$ cat config.mk
export PLATFORM = sky130hd
export DESIGN_NAME = shift_add_ctrl_flat
export DESIGN_NICKNAME = d
export VERILOG_FILES = /design/src/rtl/shift_add_pkg.sv /design/src/rtl/shift_add_ctrl_if.sv /design/src/rtl/shift_add_ctrl_counter.sv /design/src/rtl/shift_add_ctrl.sv /design/src/flat_wrapper.sv
export SDC_FILE = /design/constraint.sdc
export NUM_CORES = 1
export LEC_CHECK = 0
export CORE_ASPECT_RATIO = 0.75
export CORE_MARGIN = 5
export CORE_UTILIZATION = 37
export DETAILED_ROUTE_END_ITERATION = 7
export GPL_ROUTABILITY_DRIVEN = 0
export PLACE_DENSITY_LB_ADDON = 0.08
export SLEW_MARGIN = 15
export SYNTH_ARGS = -nofsm -noshare
export SYNTH_HDL_FRONTEND = slang
export SYNTH_SLANG_ARGS = --single-unit
$ cat constraint.sdc
create_clock -name clk -period 4.9 [get_ports clk]
set_clock_uncertainty 0.1 [all_clocks]
set_input_delay 0.49 -clock clk [delete_from_list [all_inputs] [get_ports clk]]
set_output_delay 0.49 -clock clk [all_outputs]
set_load 0.01 [all_outputs]
$ cat src/rtl/shift_add_pkg.sv
// Shared types and constants for the shift-add multiplier slice.
package shift_add_pkg;

    localparam int SHIFT_ADD_DEFAULT_N = 4;

    typedef enum logic [2:0] {
        IDLE,
        LOAD,
        ADD,
        SHIFT,
        DONE
    } shift_add_state_t;

endpackage

$ cat src/rtl/shift_add_ctrl_if.sv
// Start/operand/result bundle between a requester and shift_add_ctrl.
interface shift_add_ctrl_if #(
    parameter int N = 4
);
    logic           start;
    logic [N-1:0]   a;
    logic [N-1:0]   b;
    logic           busy;
    logic           done;
    logic [2*N-1:0] product;

    modport master (output start, a, b, input busy, done, product);
    modport slave  (input start, a, b, output busy, done, product);
endinterface

$ cat src/rtl/shift_add_ctrl_counter.sv
// Team loadable up/down counter: load has priority over en; up_down=1 counts up.
module counter #(
    parameter int N = 4
) (
    input  logic         clk,
    input  logic         rst,
    input  logic         load,
    input  logic         en,
    input  logic         up_down,
    input  logic [N-1:0] data_in,
    output logic [N-1:0] count
);
    localparam logic [N-1:0] ONE = N'(1);

    logic [N-1:0] r_count;

    // NOTE: sequential state uses non-blocking assignments so every flop samples pre-edge values.
    always_ff @(posedge clk or posedge rst) begin
        if (rst) begin
            r_count <= '0;
        end else if (load) begin
            r_count <= data_in;
        end else if (en) begin
            r_count <= up_down ? r_count + ONE : r_count - ONE;
        end
    end

    assign count = r_count;
endmodule

$ cat src/rtl/shift_add_ctrl.sv
// Sequential unsigned shift-add multiplier and its sequencer.
// Optional SHIFT_ADD_SKIP_ZERO_EN: skip the ADD state for zero multiplier bits.
module shift_add_ctrl
    import shift_add_pkg::*;
#(
    parameter int N = SHIFT_ADD_DEFAULT_N
) (
    input  logic             clk,
    input  logic             rst,
    shift_add_ctrl_if.slave  bus
);
    localparam int            CW     = $clog2(N + 1);
    localparam logic [CW-1:0] ITERS  = CW'(N);
    localparam logic [CW-1:0] CNT_ONE = CW'(1);

    shift_add_state_t r_state;
    shift_add_state_t w_next;

    logic [N-1:0]   r_m;
    logic [N:0]     r_a;
    logic [N-1:0]   r_q;
    logic [2*N-1:0] r_product;

    logic           w_load;
    logic           w_dec;
    logic [CW-1:0]  w_count;
    logic           w_last;
    logic [N:0]     w_sum;

    assign w_sum  = r_a + {1'b0, r_m};
    assign w_last = (w_count == CNT_ONE);

    counter #(
        .N (CW)
    ) u_iter (
        .clk     (clk),
        .rst     (rst),
        .load    (w_load),
        .en      (w_dec),
        .up_down (1'b0),
        .data_in (ITERS),
        .count   (w_count)
    );

    always_ff @(posedge clk or posedge rst) begin
        if (rst) begin
            r_state <= IDLE;
        end else begin
            r_state <= w_next;
        end
    end

    // NOTE: every always_comb output gets a default first so no path leaves it unassigned (no latch).
    always_comb begin
        w_next = r_state;
        w_load = 1'b0;
        w_dec  = 1'b0;
        case (r_state)
            IDLE: begin
                if (bus.start) begin
                    w_next = LOAD;
                end
            end
            LOAD: begin
                w_load = 1'b1;
`ifdef SHIFT_ADD_SKIP_ZERO_EN
                w_next = bus.b[0] ? ADD : SHIFT;
`else
                w_next = ADD;
`endif
            end
            ADD: begin
                w_next = SHIFT;
            end
            SHIFT: begin
                w_dec = 1'b1;
                if (w_last) begin
                    w_next = DONE;
                end else begin
`ifdef SHIFT_ADD_SKIP_ZERO_EN
                    // Q[1] becomes Q[0] once this shift lands.
                    w_next = r_q[1] ? ADD : SHIFT;
`else
                    w_next = ADD;
`endif
                end
            end
            DONE: begin
                w_next = IDLE;
            end
            default: begin
                w_next = IDLE;
            end
        endcase
    end

    always_ff @(posedge clk or posedge rst) begin
        if (rst) begin
            r_m       <= '0;
            r_a       <= '0;
            r_q       <= '0;
            r_product <= '0;
        end else begin
            case (r_state)
                LOAD: begin
                    r_m <= bus.a;
                    r_q <= bus.b;
                    r_a <= '0;
                end
                ADD: begin
                    if (r_q[0]) begin
                        r_a <= w_sum;
                    end
                end
                SHIFT: begin
                    r_a <= {1'b0, r_a[N:1]};
                    r_q <= {r_a[0], r_q[N-1:1]};
                end
                DONE: begin
                    r_product <= {r_a[N-1:0], r_q};
                end
                default: begin
                end
            endcase
        end
    end

    assign bus.busy    = (r_state == LOAD) || (r_state == ADD) || (r_state == SHIFT);
    assign bus.done    = (r_state == DONE);
    assign bus.product = r_product;
endmodule

$ cat src/flat_wrapper.sv
// flat-port wrapper written by rule: the top's interface ports become plain ports
module shift_add_ctrl_flat import shift_add_pkg::*;
#(
    parameter int N = SHIFT_ADD_DEFAULT_N
)
  (clk, rst, bus_start, bus_a, bus_b, bus_busy, bus_done, bus_product);
  shift_add_ctrl_if #(.N(N)) bus_i ();
  input  logic clk;
  input  logic rst;
  input wire logic [$bits(bus_i.start)-1:0] bus_start;
  input wire logic [$bits(bus_i.a)-1:0] bus_a;
  input wire logic [$bits(bus_i.b)-1:0] bus_b;
  output wire logic [$bits(bus_i.busy)-1:0] bus_busy;
  output wire logic [$bits(bus_i.done)-1:0] bus_done;
  output wire logic [$bits(bus_i.product)-1:0] bus_product;
  assign bus_i.start = bus_start;
  assign bus_i.a = bus_a;
  assign bus_i.b = bus_b;
  assign bus_busy = bus_i.busy;
  assign bus_done = bus_i.done;
  assign bus_product = bus_i.product;
  shift_add_ctrl #(.N(N)) u_core (.clk(clk), .rst(rst), .bus(bus_i));
endmodule
==> out/results.ini, run 1 <==
[pwr]
irDropWorstVdd_v=0.000284
power.leakage_nw=0.718
power.sequential.fraction_pct=43.8
powerDensity_nw_per_um2=578
power.share.clock_pct=14.0
p_int_w=0.000570
swShare_pct=37.5
power_frac_comb_pct=42.2
net_switching_power_w=0.000342

[timing]
setup_repair_after_global_routing_missed_its_margin=false
final_hold_viol_count=0
maximum_operating_frequency_mhz=371
worst-slew-pin-transition_ns=0.950
finalSetupTns_ns=0
timing.final.crit_share_pct=55.1
final-max-slew-violation-count=0
period_minus_slack_ns=2.70
timing.max_slew.rel_slack_pct=36.3
setup_viol_count_final=0

[yosys]
synthesis.instances=118
post-synth-top-area-fraction_pct=51.8
postSynthNetCount=136
synth-seq-area-share_pct=51.8
postSynthAreaPerCell_um2=11.0
yosys_warnings=0
synth.largest_area_cell=sky130_fd_sc_hd__dfrtp_1
netlist_top_cells_count=27 x sky130_fd_sc_hd__dfrtp_1, 11 x sky130_fd_sc_hd__nand2_1, 10 x sky130_fd_sc_hd__mux2_2, 10 x sky130_fd_sc_hd__nor2_1, 8 x sky130_fd_sc_hd__o21ai_0
top_count_cell_post_synth=sky130_fd_sc_hd__dfrtp_1
distinct_cell_type_count_after_synthesis=30
netlist_top_cells_area=sky130_fd_sc_hd__dfrtp_1 52%, sky130_fd_sc_hd__mux2_2 8.6%, sky130_fd_sc_hd__ha_1 5.8%
synthArstFlopShare_pct=100
synth-edff-count=0
yosys_register_bits=27
synth_area_um2=1300
synth_flop_type=sky130_fd_sc_hd__dfrtp_1

[layout]
antenna_cells_inserted=0
multiInputGateArea_um2=576
final_cell_count_no_fill=177
drive_gt1_share_pct=11.7
syn2layout_area_growth_pct=20.9
fillCellCount=314
layout.nets=156
sequential_cell_area_um2=676

[min_path]
hp-class=reg2reg

[worst_setup_path]
criticalPathCategory=reg2out
crit_path_start_kind=flip-flop
worstPathArrival_ns=2.11
critical_path.endpoint_type=output port
crit_fanout=14
required_ns=4.31

[detailed_routing]
num_vias=866
antenna_left=0
postRouteWirelength_um=2360
drt_iter0_markers=19
drt-wirelength-per-cell_um=13.4
detail_route.drc_violations=0
drt_first_pass_iters=4
via_per_inst=4.89

[global_routing]
first_global_vias=875
grt-ovfl-total=0
grt_max_degree=28
antenna_found_initial=0
gr-usage-all-layers_pct=11.1
grt_pass1_wl_um=4060

[clock_network]
cts_root_buf=sky130_fd_sc_hd__clkbuf_8
post_cts_resized=0
cts.sink_count=27
cts.hold.buffers_added=0
worst_skew_pair.late_latency_ns=0.27
cts_htree_levels=1
cts_tree=done
postCtsSetupBuffers=0
clkSlewWorstSetupHoldPaths_ns=0.09
cts-buffers-inserted=3
cts.path.max_buffers=2

[die]
die_h_um=61.4
dieArea_um2=4820
rows=18
boundaryPins=21
core_area_um2=3330
initial_util_pct=39.1
floorplan.die.width_um=78.5

[placed_design]
dp_hpwl_um=1800
numPortBuffers=20
dp_cells=173

[job]
max_capacitance_violation_count=0

[status]
outcome=complete, no violations

area by class of cell:
cell class,count,area share (%)
flip-flops and latches,27,42.9
multi-input cells,79,36.5
repair buffers,20,12.7
well taps,40,3.17
clock buffers,3,2.62
inverters,7,1.67
clock inverters,1,0.476
sequential cells by signal (all words and copies together) (netlist names):
| name | flops |
|---|---|
| u_core.r_a | 5 |
| u_core.r_q | 4 |
| u_core.r_m | 4 |
| u_core.r_state | 3 |
| u_core.bus.product | 8 |
| u_core.u_iter.count | 3 |
per-stage QoR:
step	total power, W	hold WS (ns)	area [um2]	utilization, %	setup slack, ns
6_report	0.000912	0.411	1580	47.3	2.20
3_5_place_dp	0.000795	0.395	1530	45.8	2.47
3_3_place_gp	0.000789	0.374	1530	45.8	2.51
2_1_floorplan	0.000674	0.366	1300	-	3.05
5_1_grt	0.00100	0.428	1580	47.3	2.07
4_1_cts	0.000927	0.418	1580	47.3	2.15
path summary, 6_finish.rpt:
kind / startpoint / end / slack (ns) / cells past startpoint
min: u_core.bus.product[6] / u_core.bus.product[6] / 0.41 / 1
min reg2reg: u_core.bus.product[6] / u_core.bus.product[6] / 0.41 / 1
max in group asynchronous: rst / u_core.r_m[2] / 3.75 / 2
min in group asynchronous: rst / u_core.bus.product[4] / 0.51 / 2
max: u_core.r_state[1] / bus_done / 2.20 / 3
max reg2reg: u_core.r_a[0] / u_core.r_a[4] / 2.89 / 7
cells in the final DEF (no fill, tap or decap), drive strengths merged, types with 3 or more instances in the layout:
cell,Yosys,layout
mux2,11,11
ha,6,6
o21ai,8,8
inv,7,6
o31ai,3,3
mux2i,5,5
dfrtp,27,27
nand2,11,11
nand2b,3,3
clkdlybuf4s50,0,20
a21oi,5,5
clkbuf,1,3
nor2,11,11
power groups by stage:
stage / clock, W / combinational [W] / sequential (W)
2_1_floorplan: 0 / 0.000294 / 0.000380
3_3_place_gp: 0 / 0.000385 / 0.000404
3_5_place_dp: 0 / 0.000390 / 0.000405
4_1_cts: 0.000135 / 0.000392 / 0.000400
5_1_grt: 0.000142 / 0.000444 / 0.000415
6_report: 0.000128 / 0.000385 / 0.000399
logic make-up after synthesis:
| group | Yosys count | share of synthesized area (%) |
|---|---|---|
| AOI/OAI and AO/OA | 21 | 10.4 |
| xor gates and xnor gates | 3 | 2.02 |
| adders and majority gates | 7 | 7.29 |
| buffers and inverters | 12 | 4.03 |
| DFF | 27 | 51.8 |
| muxes | 16 | 13.3 |
| and+or+nand+nor | 32 | 11.1 |
critical path, stage by stage, from the launching register on:
cell and delay (ns):
sky130_fd_sc_hd__dfrtp_1 0.58, sky130_fd_sc_hd__nor2_1 0.22, sky130_fd_sc_hd__and2_1 0.41, sky130_fd_sc_hd__clkdlybuf4s50_1 0.62
routing by layer:
metal | GRT usage, % | up-vias | share of wire [%]
met3 | 3.80 | 3 | 6.4
met4 | 1.50 | 0 | 0.42
met2 | 18.4 | 18 | 42
met1 | 14.7 | 406 | 51
li1 | - | 439 | -
met5 | 0 | - | 0
No activity file was read; power rests on OpenSTA's default activity.
==> run 2, diff against run 1 <==
==> constraint.sdc (replaced) <==
create_clock -name clk -period 2.65 [get_ports clk]
set_clock_uncertainty 0.1 [all_clocks]
set_input_delay 0.265 -clock clk [delete_from_list [all_inputs] [get_ports clk]]
set_output_delay 0.265 -clock clk [all_outputs]
set_load 0.01 [all_outputs]
==> out/results.ini, run 2 (synthesized netlist as in run 1, its figures left out) <==
[timing]
setup_viol_count_final=0  ; unchanged
maximum_operating_frequency_mhz=448
final_hold_viol_count=0  ; unchanged
timing.max_slew.rel_slack_pct=63.4  ; +27 points
period_minus_slack_ns=2.23
finalSetupTns_ns=0  ; unchanged
setup_repair_after_global_routing_missed_its_margin=false
worst-slew-pin-transition_ns=0.550  ; -0.401 ns
timing.final.crit_share_pct=84.3
final-max-slew-violation-count=0  ; unchanged

[die]
die_h_um=61.4  ; unchanged
initial_util_pct=39.1  ; unchanged
boundaryPins=21  ; unchanged
floorplan.die.width_um=78.5  ; unchanged
dieArea_um2=4820  ; unchanged
core_area_um2=3330  ; unchanged
rows=18  ; unchanged

[worst_setup_path]
worstReg2RegEnd=u_core.r_a[4]
critical_path.endpoint_type=output port
crit_path_start_kind=flip-flop
path_delay_family=flip-flops
timing.rr.start=u_core.r_a[0]
critical-path-top-cell-by-count=sky130_fd_sc_hd__nor2_1
critPathSlowestCell=sky130_fd_sc_hd__dfrtp_1
cp_cell_sequence=nor2_1 -> nor2_1 -> clkdlybuf4s50_1
cp_slowest_stage_delay_ns=0.70  ; +0.08 ns
critPathBufInv=1  ; unchanged
number_of_cells_traversed_by_the_worst_register_to_register_path=7  ; unchanged
required_ns=2.29  ; -2.02 ns
criticalPathCategory=reg2out
worst-r2r-setup-slack_ns=0.63  ; -2.26 ns
crit_fanout=14  ; unchanged
worstPathArrival_ns=1.87  ; -0.24 ns

[layout]
antenna_cells_inserted=0  ; unchanged
final_cell_count_no_fill=179  ; +1.1%
syn2layout_area_growth_pct=22.1
largest_register_ffs=8  ; unchanged
layout.cells.most_common=sky130_fd_sc_hd__dfrtp_1
drive_gt1_share_pct=12.9  ; +1.3 points
layout.nets=158  ; +1.3%
mostFrequentLayoutCells=27 x sky130_fd_sc_hd__dfrtp_1, 20 x sky130_fd_sc_hd__clkdlybuf4s50_1, 11 x sky130_fd_sc_hd__nand2_1, 10 x sky130_fd_sc_hd__mux2_2, 10 x sky130_fd_sc_hd__nor2_1
fillCellCount=314  ; unchanged

[clock_network]
cts.sink_count=27  ; unchanged
cts.path.max_buffers=2  ; unchanged
postCtsSetupBuffers=0  ; unchanged
worst_skew_pair.late_latency_ns=0.27  ; about the same
cts_tree=done
clkSlewWorstSetupHoldPaths_ns=0.10  ; about the same
post_cts_resized=0  ; unchanged
cts-buffers-inserted=3  ; unchanged
cts_root_buf=sky130_fd_sc_hd__clkbuf_8
cts.hold.buffers_added=0  ; unchanged
cts_htree_levels=1  ; unchanged

[detailed_routing]
drt-wirelength-per-cell_um=13.6  ; +1.5%
drt_first_pass_iters=4  ; unchanged
via_per_inst=4.89  ; about the same
drt_iter0_markers=16  ; -3
detail_route.drc_violations=0  ; unchanged
num_vias=876  ; +1.2%
antenna_left=0  ; unchanged
postRouteWirelength_um=2430  ; +2.6%

[global_routing]
grt_max_degree=28  ; unchanged
grt-busiest-layer=met2
grtUsageMet2_pct=18.3  ; -0.12 points
grt-ovfl-total=0  ; unchanged
antenna_found_initial=0  ; unchanged
gr-usage-all-layers_pct=11.6  ; +0.47 points
use_met3_pct=3.80  ; unchanged
met1_grt_util_pct=15.8  ; +1.2 points
first_global_vias=882  ; +0.80%
grt_pass1_wl_um=4280  ; +5.4%

[pwr]
powerDensity_nw_per_um2=1060  ; +84%
power.leakage_nw=0.732  ; +2.0%
irDropWorstVdd_v=0.000466  ; +64%

[min_path]
hp-class=in2async

[placed_design]
numPortBuffers=20  ; unchanged
dp_hpwl_um=1830  ; +1.7%
dp_cells=175  ; +1.2%

[job]
max_capacitance_violation_count=0  ; unchanged

[status]
outcome=complete, no violations

## run 2: metal layers
metal	vias to the layer above	wire length [um]
li1	444	-
met1	415	1300
met2	15	1010
met3	2	108
met4	0	13
met5	-	0
## run 2: area by class of cell
type                       count  area [um2]  area share (%)
inverter                       7        26.3            1.65
timing repair buffer          22         215            13.5
multi-input combinational     79         576            36.2
sequential                    27         676            42.5
tap                           40        50.0            3.14
clock inverter                 1        7.51           0.472
clock buffer                   3        41.3            2.59
## run 2: worst max-delay path by stage
stage | from | to | slack [ns] | cells past startpoint
floorplan | u_core.r_a[0] | u_core.r_a[4] | 0.80 | 7
global placement | u_core.r_state[1] | bus_busy | 0.68 | 3
detailed placement | u_core.r_a[0] | u_core.r_a[4] | 0.65 | 7
CTS | u_core.r_state[1] | bus_busy | 0.39 | 3
global route | u_core.r_state[1] | bus_busy | 0.29 | 3
finish | u_core.r_state[1] | bus_busy | 0.42 | 3
## run 2: power by group
group	total (W)	internal [W]	switching (W)	leakage, nW
sequential	0.000742	0.000580	0.000162	0.348
clock	0.000236	0.000107	0.000130	0.0217
combinational	0.000712	0.000366	0.000346	0.362
## run 2: per-stage QoR
stage	utilization [%]	cell area, um2	power [W]	worst slack (ns)	hold slack, ns
finish	47.7	1590	0.00169	0.415	0.248
global route	47.7	1590	0.00185	0.289	0.303
CTS	47.7	1590	0.00172	0.393	0.256
detailed placement	46.3	1540	0.00147	0.648	0.380
global placement	46.3	1540	0.00147	0.677	0.370
floorplan	-	1300	0.00125	0.802	0.218
## run 2: worst reg2reg max path: cells and delay by family, from the launching register on
family / cells / cell delay (ns)
buf+inv: 1 / 0.06
flops: 1 / 0.41
simple gates: 2 / 0.23
fa+ha+maj: 2 / 0.58
compound gates: 1 / 0.34
xor+xnor: 1 / 0.18
